## src/rtl/cmp_pkg.sv

```systemverilog
// Shared definitions for the round-robin comparator arbiter: opcodes, state
// encoding and default operand width.
package cmp_pkg;

    localparam int CMP_DEFAULT_N = 32;

    localparam logic [2:0] CMP_EQ = 3'b000;
    localparam logic [2:0] CMP_NE = 3'b001;
    localparam logic [2:0] CMP_GT = 3'b010;
    localparam logic [2:0] CMP_GE = 3'b011;
    localparam logic [2:0] CMP_LT = 3'b100;
    localparam logic [2:0] CMP_LE = 3'b101;

    localparam logic [1:0] ST_IDLE    = 2'd0;
    localparam logic [1:0] ST_COMPARE = 2'd1;
    localparam logic [1:0] ST_RESPOND = 2'd2;

    typedef enum logic [1:0] {
        S_IDLE    = ST_IDLE,
        S_COMPARE = ST_COMPARE,
        S_RESPOND = ST_RESPOND
    } state_e;

endpackage

```

## src/rtl/cmp_unit.sv

```systemverilog
// Combinational signed comparator: one equality and one greater-than path,
// every other relation derived from those two.
module cmp_unit
    import cmp_pkg::*;
#(
    parameter int N = CMP_DEFAULT_N
) (
    input  logic [2:0]   op,
    input  logic [N-1:0] a,
    input  logic [N-1:0] b,
    output logic         result,
    output logic         err
);

    logic eq;
    logic gt;

    assign eq = (a == b);
    assign gt = ($signed(a) > $signed(b));

    always_comb begin
        result = 1'b0;
        err    = 1'b0;
        case (op)
            CMP_EQ:  result = eq;
            CMP_NE:  result = ~eq;
            CMP_GT:  result = gt;
            CMP_GE:  result = gt | eq;
            CMP_LT:  result = ~(gt | eq);
            CMP_LE:  result = ~gt;
            default: err    = 1'b1;
        endcase
    end

endmodule

```

## src/rtl/cmp_arbiter.sv

```systemverilog
// Round-robin arbiter sharing one signed comparator among R requesters,
// returning a tagged 1-bit result on a back-pressurable response port.
module cmp_arbiter
    import cmp_pkg::*;
#(
    parameter int  N   = CMP_DEFAULT_N,
    parameter int  R   = 4,
    localparam int IDW = $clog2(R)
) (
    input  logic             clk,
    input  logic             rst_n,
    input  logic [R-1:0]     req_valid,
    output logic [R-1:0]     req_ready,
    input  logic [3*R-1:0]   req_op,
    input  logic [N*R-1:0]   req_a,
    input  logic [N*R-1:0]   req_b,
    output logic             rsp_valid,
    input  logic             rsp_ready,
    output logic [IDW-1:0]   rsp_id,
    output logic             rsp_result,
    output logic             rsp_err,
    output logic             busy
);

    logic [2:0]   op_arr [R];
    logic [N-1:0] a_arr  [R];
    logic [N-1:0] b_arr  [R];

    for (genvar gi = 0; gi < R; gi++) begin : g_unpack
        assign op_arr[gi] = req_op[3*gi +: 3];
        assign a_arr[gi]  = req_a[N*gi +: N];
        assign b_arr[gi]  = req_b[N*gi +: N];
    end

    state_e         state_q, state_d;
    logic [IDW-1:0] rr_ptr_q, rr_ptr_d;
    logic [2:0]     op_q, op_d;
    logic [N-1:0]   a_q, a_d;
    logic [N-1:0]   b_q, b_d;
    logic [IDW-1:0] id_q, id_d;
    logic           rsp_valid_q, rsp_valid_d;
    logic [IDW-1:0] rsp_id_q, rsp_id_d;
    logic           rsp_result_q, rsp_result_d;
    logic           rsp_err_q, rsp_err_d;
    logic           busy_q, busy_d;

    logic           cmp_result;
    logic           cmp_err;

    cmp_unit #(.N(N)) u_cmp (
        .op     (op_q),
        .a      (a_q),
        .b      (b_q),
        .result (cmp_result),
        .err    (cmp_err)
    );

    // Search from rr_ptr upward, wrapping, for the first valid requester.
    logic           grant_found;
    logic [IDW-1:0] grant_id;
    logic [IDW:0]   cand;

    always_comb begin
        grant_found = 1'b0;
        grant_id    = '0;
        cand        = '0;
        for (int k = 0; k < R; k++) begin
            cand = {1'b0, rr_ptr_q} + (IDW+1)'(k);
            if (cand >= (IDW+1)'(R)) begin
                cand = cand - (IDW+1)'(R);
            end
            if (!grant_found && req_valid[cand[IDW-1:0]]) begin
                grant_found = 1'b1;
                grant_id    = cand[IDW-1:0];
            end
        end
    end

    always_comb begin
        state_d      = state_q;
        rr_ptr_d     = rr_ptr_q;
        op_d         = op_q;
        a_d          = a_q;
        b_d          = b_q;
        id_d         = id_q;
        rsp_valid_d  = rsp_valid_q;
        rsp_id_d     = rsp_id_q;
        rsp_result_d = rsp_result_q;
        rsp_err_d    = rsp_err_q;
        req_ready    = '0;
        case (state_q)
            S_IDLE: begin
                if (grant_found) begin
                    req_ready[grant_id] = 1'b1;
                    op_d     = op_arr[grant_id];
                    a_d      = a_arr[grant_id];
                    b_d      = b_arr[grant_id];
                    id_d     = grant_id;
                    rr_ptr_d = (grant_id == IDW'(R-1)) ? '0 : grant_id + IDW'(1);
                    state_d  = S_COMPARE;
                end
            end
            S_COMPARE: begin
                rsp_id_d     = id_q;
                rsp_result_d = cmp_result;
                rsp_err_d    = cmp_err;
                rsp_valid_d  = 1'b1;
                state_d      = S_RESPOND;
            end
            S_RESPOND: begin
                if (rsp_ready) begin
                    rsp_valid_d = 1'b0;
                    state_d     = S_IDLE;
                end
            end
            default: state_d = S_IDLE;
        endcase
        busy_d = (state_d != S_IDLE);
    end

    always_ff @(posedge clk) begin
        if (!rst_n) begin
            state_q      <= S_IDLE;
            rr_ptr_q     <= '0;
            op_q         <= '0;
            a_q          <= '0;
            b_q          <= '0;
            id_q         <= '0;
            rsp_valid_q  <= 1'b0;
            rsp_id_q     <= '0;
            rsp_result_q <= 1'b0;
            rsp_err_q    <= 1'b0;
            busy_q       <= 1'b0;
        end else begin
            state_q      <= state_d;
            rr_ptr_q     <= rr_ptr_d;
            op_q         <= op_d;
            a_q          <= a_d;
            b_q          <= b_d;
            id_q         <= id_d;
            rsp_valid_q  <= rsp_valid_d;
            rsp_id_q     <= rsp_id_d;
            rsp_result_q <= rsp_result_d;
            rsp_err_q    <= rsp_err_d;
            busy_q       <= busy_d;
        end
    end

    assign rsp_valid  = rsp_valid_q;
    assign rsp_id     = rsp_id_q;
    assign rsp_result = rsp_result_q;
    assign rsp_err    = rsp_err_q;
    assign busy       = busy_q;

endmodule

```

## config.mk

```make
export PLATFORM = sky130hd
export DESIGN_NAME = cmp_arbiter
export DESIGN_NICKNAME = d
export VERILOG_FILES = /design/src/rtl/cmp_pkg.sv /design/src/rtl/cmp_unit.sv /design/src/rtl/cmp_arbiter.sv
export SDC_FILE = /design/constraint.sdc
export NUM_CORES = 1
export LEC_CHECK = 0
export ABC_AREA = 1
export CORE_ASPECT_RATIO = 0.8
export CORE_MARGIN = 4
export CORE_UTILIZATION = 42
export DETAILED_ROUTE_END_ITERATION = 7
export PLACE_DENSITY = 0.82
export SLEW_MARGIN = 10
export SYNTH_ARGS = -nofsm -noshare
export SYNTH_HDL_FRONTEND = slang
export SYNTH_SLANG_ARGS = --single-unit
```

## constraint.sdc

```tcl
create_clock -name clk -period 2.6 [get_ports clk]
set_input_delay 0.26 -clock clk [delete_from_list [all_inputs] [get_ports clk]]
set_output_delay 0.26 -clock clk [all_outputs]
set_load 0.005 [all_outputs]
```

# Word level (Yosys, flattened, before mapping)
# Cells that the tools add are included.
# Widths: inputs -> output; s select.
dict set report word_totals {
  latchBits 0
  output_inout_bits 10
  word_cells 101
  register_bits 79
  ramBits 0
  in_bits 275
  mem_count 0
  rom_bits 0
}
dict set report op_classes {
  order_cmp 12
  div 0
  reduce_logical 14
  n_shift 0
  eq_ne 10
  multipliers 0
  n_mux 41
  add_sub_neg 8
  bitwise 5
}
# operator n
set ops {}
lappend ops {{$bmux 32 s2} 2}
lappend ops {{$mux 32} 4}
lappend ops {{$eq 32x32->1} 1}
lappend ops {{$gt 32x32->1} 1}
lappend ops {{$mux 2} 11}
lappend ops {{$lt 2x3->1 const B} 5}
lappend ops {{$ge 3x3->1 const B} 4}
lappend ops {{$mux 1} 11}
lappend ops {{$bmux 1 s2} 4}
lappend ops {{$mux 4} 2}
lappend ops {{$sub 2x1->2 const B} 4}
lappend ops {{$add 2x2->3 const B} 2}
lappend ops {{$bmux 3 s2} 1}
lappend ops {{$eq 3x2->1 const B} 2}
lappend ops {{$eq 3x3->1 const B} 2}
lappend ops {{$mux 3} 2}
lappend ops {{$pmux 1 s6} 1}
lappend ops {{$pmux 2 s3} 1}
lappend ops {{$reduce_or 6->1} 1}
lappend ops {{$eq 2x2->1 const B} 2}
lappend ops {{$logic_and 1x1->1} 4}
lappend ops {{$reduce_and 2->1} 2}
lappend ops {{$reduce_bool 2->1} 2}
lappend ops {{$add 2x1->3 const B} 1}
lappend ops {{14 further kinds} 18}

# Logic depth before layout (Yosys ltp)
dict set report logic_depth {
  ltp_word 20
  ltp_mapped 20
  depth_no_buf 20
}

# By module
# From an unflattened synthesis, not the netlist that was laid out.
dict set report unflattened {
  hier_cells 1431
  hier_area_um2 7638.6
}
# module instances seq_area_each_um2 cells_each area_per_inst_um2
set by_module_without_submodules {}
lappend by_module_without_submodules {cmp_arbiter 1 1581.5 1263 6647.6}
lappend by_module_without_submodules {cmp_unit 1 0.0 168 991.0}

# Least setup slack after synthesis
# No wires, ideal clock.
dict set report synth_path {
  path_kind {register to output}
  from {reg rr_ptr_q[0]}
  to {out req_ready[0]}
  required_ps 2340
  t_arrival_ps 1879
  setup_slack_ps 461
  stages_incl_launch_ff 13
  n_path_buf 2
  cell_sequence {dfxtp_1 buf_4 nand2_1 o21ai_0 nand2_1 nand2_1 nor3_2 nand2_1 nand2_2 clkbuf_1 ha_1 inv_1 nor2_1}
}
dict set report synth_via {
  elab_chain_len 20
}
# element line_no
set synth_rtl {}
lappend synth_rtl {{start: declaration} cmp_arbiter.sv:36} ;# logic [IDW-1:0] rr_ptr_q, rr_ptr_d;
lappend synth_rtl {{start signal: assignment} cmp_arbiter.sv:136} ;# rr_ptr_q <= rr_ptr_d;
lappend synth_rtl {{branches (longest 18 deep; another with $add 2x1->3)} n/a}
lappend synth_rtl {{$mux 4 *} cmp_arbiter.sv:93} ;# if (grant_found) begin
lappend synth_rtl {{$mux 4 *} cmp_arbiter.sv:91} ;# case (state_q)
lappend synth_rtl {{end: declaration} cmp_arbiter.sv:13} ;# output logic [R-1:0] req_ready,
# Every way passes the cells marked *. The select of a mux whose other input is x is not followed.

# Worst setup path in the final report
dict set report layout_path {
  from {reg rr_ptr_q[0]}
  to {out req_ready[3]}
}
dict set report layout_via {
  elab_chain_len 20
}
# element line_no
set layout_rtl {}
lappend layout_rtl {{branches (longest 13 deep; another with $add 2x1->3)} n/a}
lappend layout_rtl {{$mux 2 *} cmp_arbiter.sv:72} ;# if (!grant_found && req_valid[cand[IDW-1:0]]) begin
lappend layout_rtl {{net grant_id[1]} cmp_arbiter.sv:60} ;# logic [IDW-1:0] grant_id;
lappend layout_rtl {{$lt 2x3->1 (implied by the code) or $ge 2x1->1 (tied branches)} cmp_arbiter.sv:94} ;# req_ready[grant_id] = 1'b1;
lappend layout_rtl {{$logic_and 1x1->1 (implied by the code)} cmp_arbiter.sv:94}
lappend layout_rtl {{$mux 1 (implied by the code)} cmp_arbiter.sv:94}
lappend layout_rtl {{$demux 1 s2 *} cmp_arbiter.sv:94}
lappend layout_rtl {{$mux 4 *} cmp_arbiter.sv:93}
lappend layout_rtl {{$mux 4 *} cmp_arbiter.sv:91}
# Mark *: on every way through the listed nets, which the timed path passes. The select of a mux whose other input is x is not followed.

==> flow_summary.json <==
{
  "status": "finished, final reports clean",
  "seq_area_frac_synth_pct": 26.48,
  "synth_most_common_cell": "nand2_1",
  "syn_nets": 1219,
  "setup_violations": 0,
  "ios": 285,
  "slew_headroom_pct": 47.13,
  "synth_flop_cell": "dfxtp_1",
  "fmax_mhz": 392.6,
  "root_buffer": "clkbuf_16",
  "core_area_um2": 13740,
  "grt_pass1_vias": 6819,
  "rsz0062_at_grt": "true",
  "clock_latency_ps": 330,
  "antenna_left": 0,
  "use_met2_pct": 43.13,
  "syn_inst": 908,
  "fillers": 1213,
  "yosysTopAreaCellShare_pct": 26.48,
  "drc_errors": 0,
  "synth_edf_count": 0,
  "synth_area_leader_cell": "dfxtp_1",
  "clockBufferDepth": 2,
  "cts_tree": "built",
  "syn_to_final_growth_pct": 56.53,
  "hold_viol": 0,
  "hold_ws_ps": 479.0,
  "port_buffers": 284,
  "wire_per_inst_um": 15.61,
  "ir_worst_vdd_mv": 0.7271,
  "pwr_density_cell_nw_per_um2": 1123,
  "first_pass_iters": 5,
  "synth.distinct_cells": 32,
  "gr-usage-all-layers_pct": 25.44,
  "hold_class": "flop to flop",
  "period_share_pct": 97.98,
  "wl_um": 21180,
  "path_cells": "buf_6 -> o21ai_2 -> nor2_1 -> a21oi_1 -> inv_1 -> nand2_1 -> nand3_2 -> nand2_2 -> buf_4 -> inv_2 -> ha_1 -> inv_1 -> nor2_1 -> buf_2",
  "die_area_um2": 16200,
  "drv_cap": 0,
  "p_leak_uw": 0.004056,
  "crit_arrival_ps": 2290,
  "antenna_cells": 0,
  "worst_slew_pin_slew_ps": 793.1,
  "start_util_pct": 43.46,
  "grt_pass1_wl_um": 33140,
  "path_clk_slew_ps": 60,
  "cp-end-kind": "output port",
  "met3_usage_pct": 6.597,
  "detailed_place_hpwl_um": 16450,
  "crit_fanout": 6,
  "fin_skew_ps": 4.667,
  "cts_sinks": 79,
  "antenna_found_initial": 0,
  "die_w_um": 141.3,
  "grtUsageMet1_pct": 32.37,
  "path_buf_inv": 6,
  "crit_slowest_cell": "dfxtp_4",
  "drive_above_1_share_pct": 9.941,
  "cp_top_family": "buffers and inverters",
  "busiest_layer": "met2",
  "critical_path.max_stage_delay_ps": 370,
  "cts_buffers": 9,
  "worstSetupPathType": "flop to output port",
  "synth-seq-cells": 79,
  "synth_area_leaders": "dfxtp_1 (26%), nand2_1 (15%), o211ai_1 (8.4%)",
  "htreeDepth": 3,
  "vias": 6964,
  "grt_max_degree": 73,
  "timing.final.crit_period_ps": 2547,
  "post_drt_via_cell_ratio": 5.132,
  "die_y_um": 114.7,
  "nNetsFinal": 1485,
  "utilization_pct": 68.03,
  "syn-cell-area_um2": 5972,
  "drt-initial-drc-count": 354,
  "grt_overflow_total": 0,
  "critPathLaunchType": "flop",
  "rows": 38,
  "ys_warn_count": 0,
  "finalWeightedCongestion": 0.8422,
  "async_flop_share_pct": 0,
  "synthTopCellsByCount": "nand2_1 (236), dfxtp_1 (79), nor2_1 (79)",
  "drv_slew": 0,
  "avgSynthCellArea_um2": 6.577,
  "cp.required_ps": 2340
}
-- registers in the layout (all words and copies together), names as in the netlist --
| signal | count |
|---|---|
| a_q | 32 |
| b_q | 32 |
| op_q | 3 |
| id_q | 2 |
| rr_ptr_q | 2 |
| rsp_id | 2 |
| state_q | 2 |
| busy | 1 |
| rsp_err | 1 |
| rsp_result | 1 |
| rsp_valid | 1 |
-- metal layers --
| metal | share of wire, % | wire length (µm) |
|---|---|---|
| met5 | 0 | 0 |
| met4 | 1.4 | 290 |
| met3 | 8.6 | 1815 |
| met2 | 47 | 9941 |
| met1 | 43 | 9129 |
-- area by class of cell --
class | count | area, µm² | share of cell area (%)
Timing Repair Buffer | 314 | 3128 | 33.46
Tap cell | 180 | 225.2 | 2.409
Multi-Input combinational cell | 693 | 3827 | 40.94
Clock buffer | 10 | 239.0 | 2.557
Clock inverter | 4 | 47.55 | 0.5086
Sequential cell | 79 | 1589 | 17.00
Inverter | 77 | 291.5 | 3.119
-- logic make-up after synthesis --
| logic type | share of synthesized area, % |
|---|---|
| AND/OR/NAND/NOR | 30.69 |
| AO/OA/AOI/OAI | 24.74 |
| buffers and inverters | 10.39 |
| flip-flops | 26.48 |
| adder cells (fa/ha/maj) | 7.542 |
| XOR/XNOR | 0.1467 |
-- power breakdown --
group	switching (µW)	leakage, µW	internal (µW)
registers	325	0.000655	1650
logic	4290	0.00326	3000
clock network	472	0.000140	755
total	5090	0.00406	5400
-- worst min-delay path, cell delays in order, from the launching register on --
cell	delay [ps]
dfxtp_1	310
nand2_1	60
a21oi_1	60
-- metrics by stage --
stage / setup slack, ps / cell area, µm² / setup TNS, ps / total power [µW] / instances
3_3_place_gp: -127.4 / 8960 / -4107 / 8972 / 1338
5_1_grt: -112.8 / 9348 / -544.4 / 11670 / 1357
6_report: 52.56 / 9348 / 0 / 10490 / 1357
4_1_cts: -145.2 / 9265 / -426.5 / 10370 / 1352
2_1_floorplan: 461.1 / 5972 / 0 / 7087 / 908
3_5_place_dp: -157.6 / 8960 / -6854 / 9102 / 1338
-- timing repair --
item	4_1_cts	5_1_grt
pin swaps	1	10
setup endpoints to repair	21	44
resized for setup	9	28
setup buffers	0	5
hold buffers	0	0
-- final timing paths --
check	cells past startpoint	start	endpoint	slack [ps]
worst max register to register	13	rr_ptr_q[0]$_SDFFE_PN0P_	op_q[1]$_SDFFE_PN0P_	170
worst min register to register	2	rsp_result$_SDFFE_PN0P_	rsp_result$_SDFFE_PN0P_	480
worst max-delay path	14	rr_ptr_q[0]$_SDFFE_PN0P_	req_ready[3]	50
worst min-delay path	2	rsp_result$_SDFFE_PN0P_	rsp_result$_SDFFE_PN0P_	480
-- cell usage in the layout, fill, tap and decap left out, drive strengths merged, types with 2 or more instances in the layout --
master	instances
clkbuf	11
nand3	26
nand4	5
buf	32
clkdlybuf4s50	280
nand2	238
inv	77
o211ai	67
a21oi	32
nor3	3
a22oi	50
o21a	2
o21ai	82
clkinv	2
ha	36
dfxtp	79
nor2	80
or2	68
(Power assumes the default switching activity.)
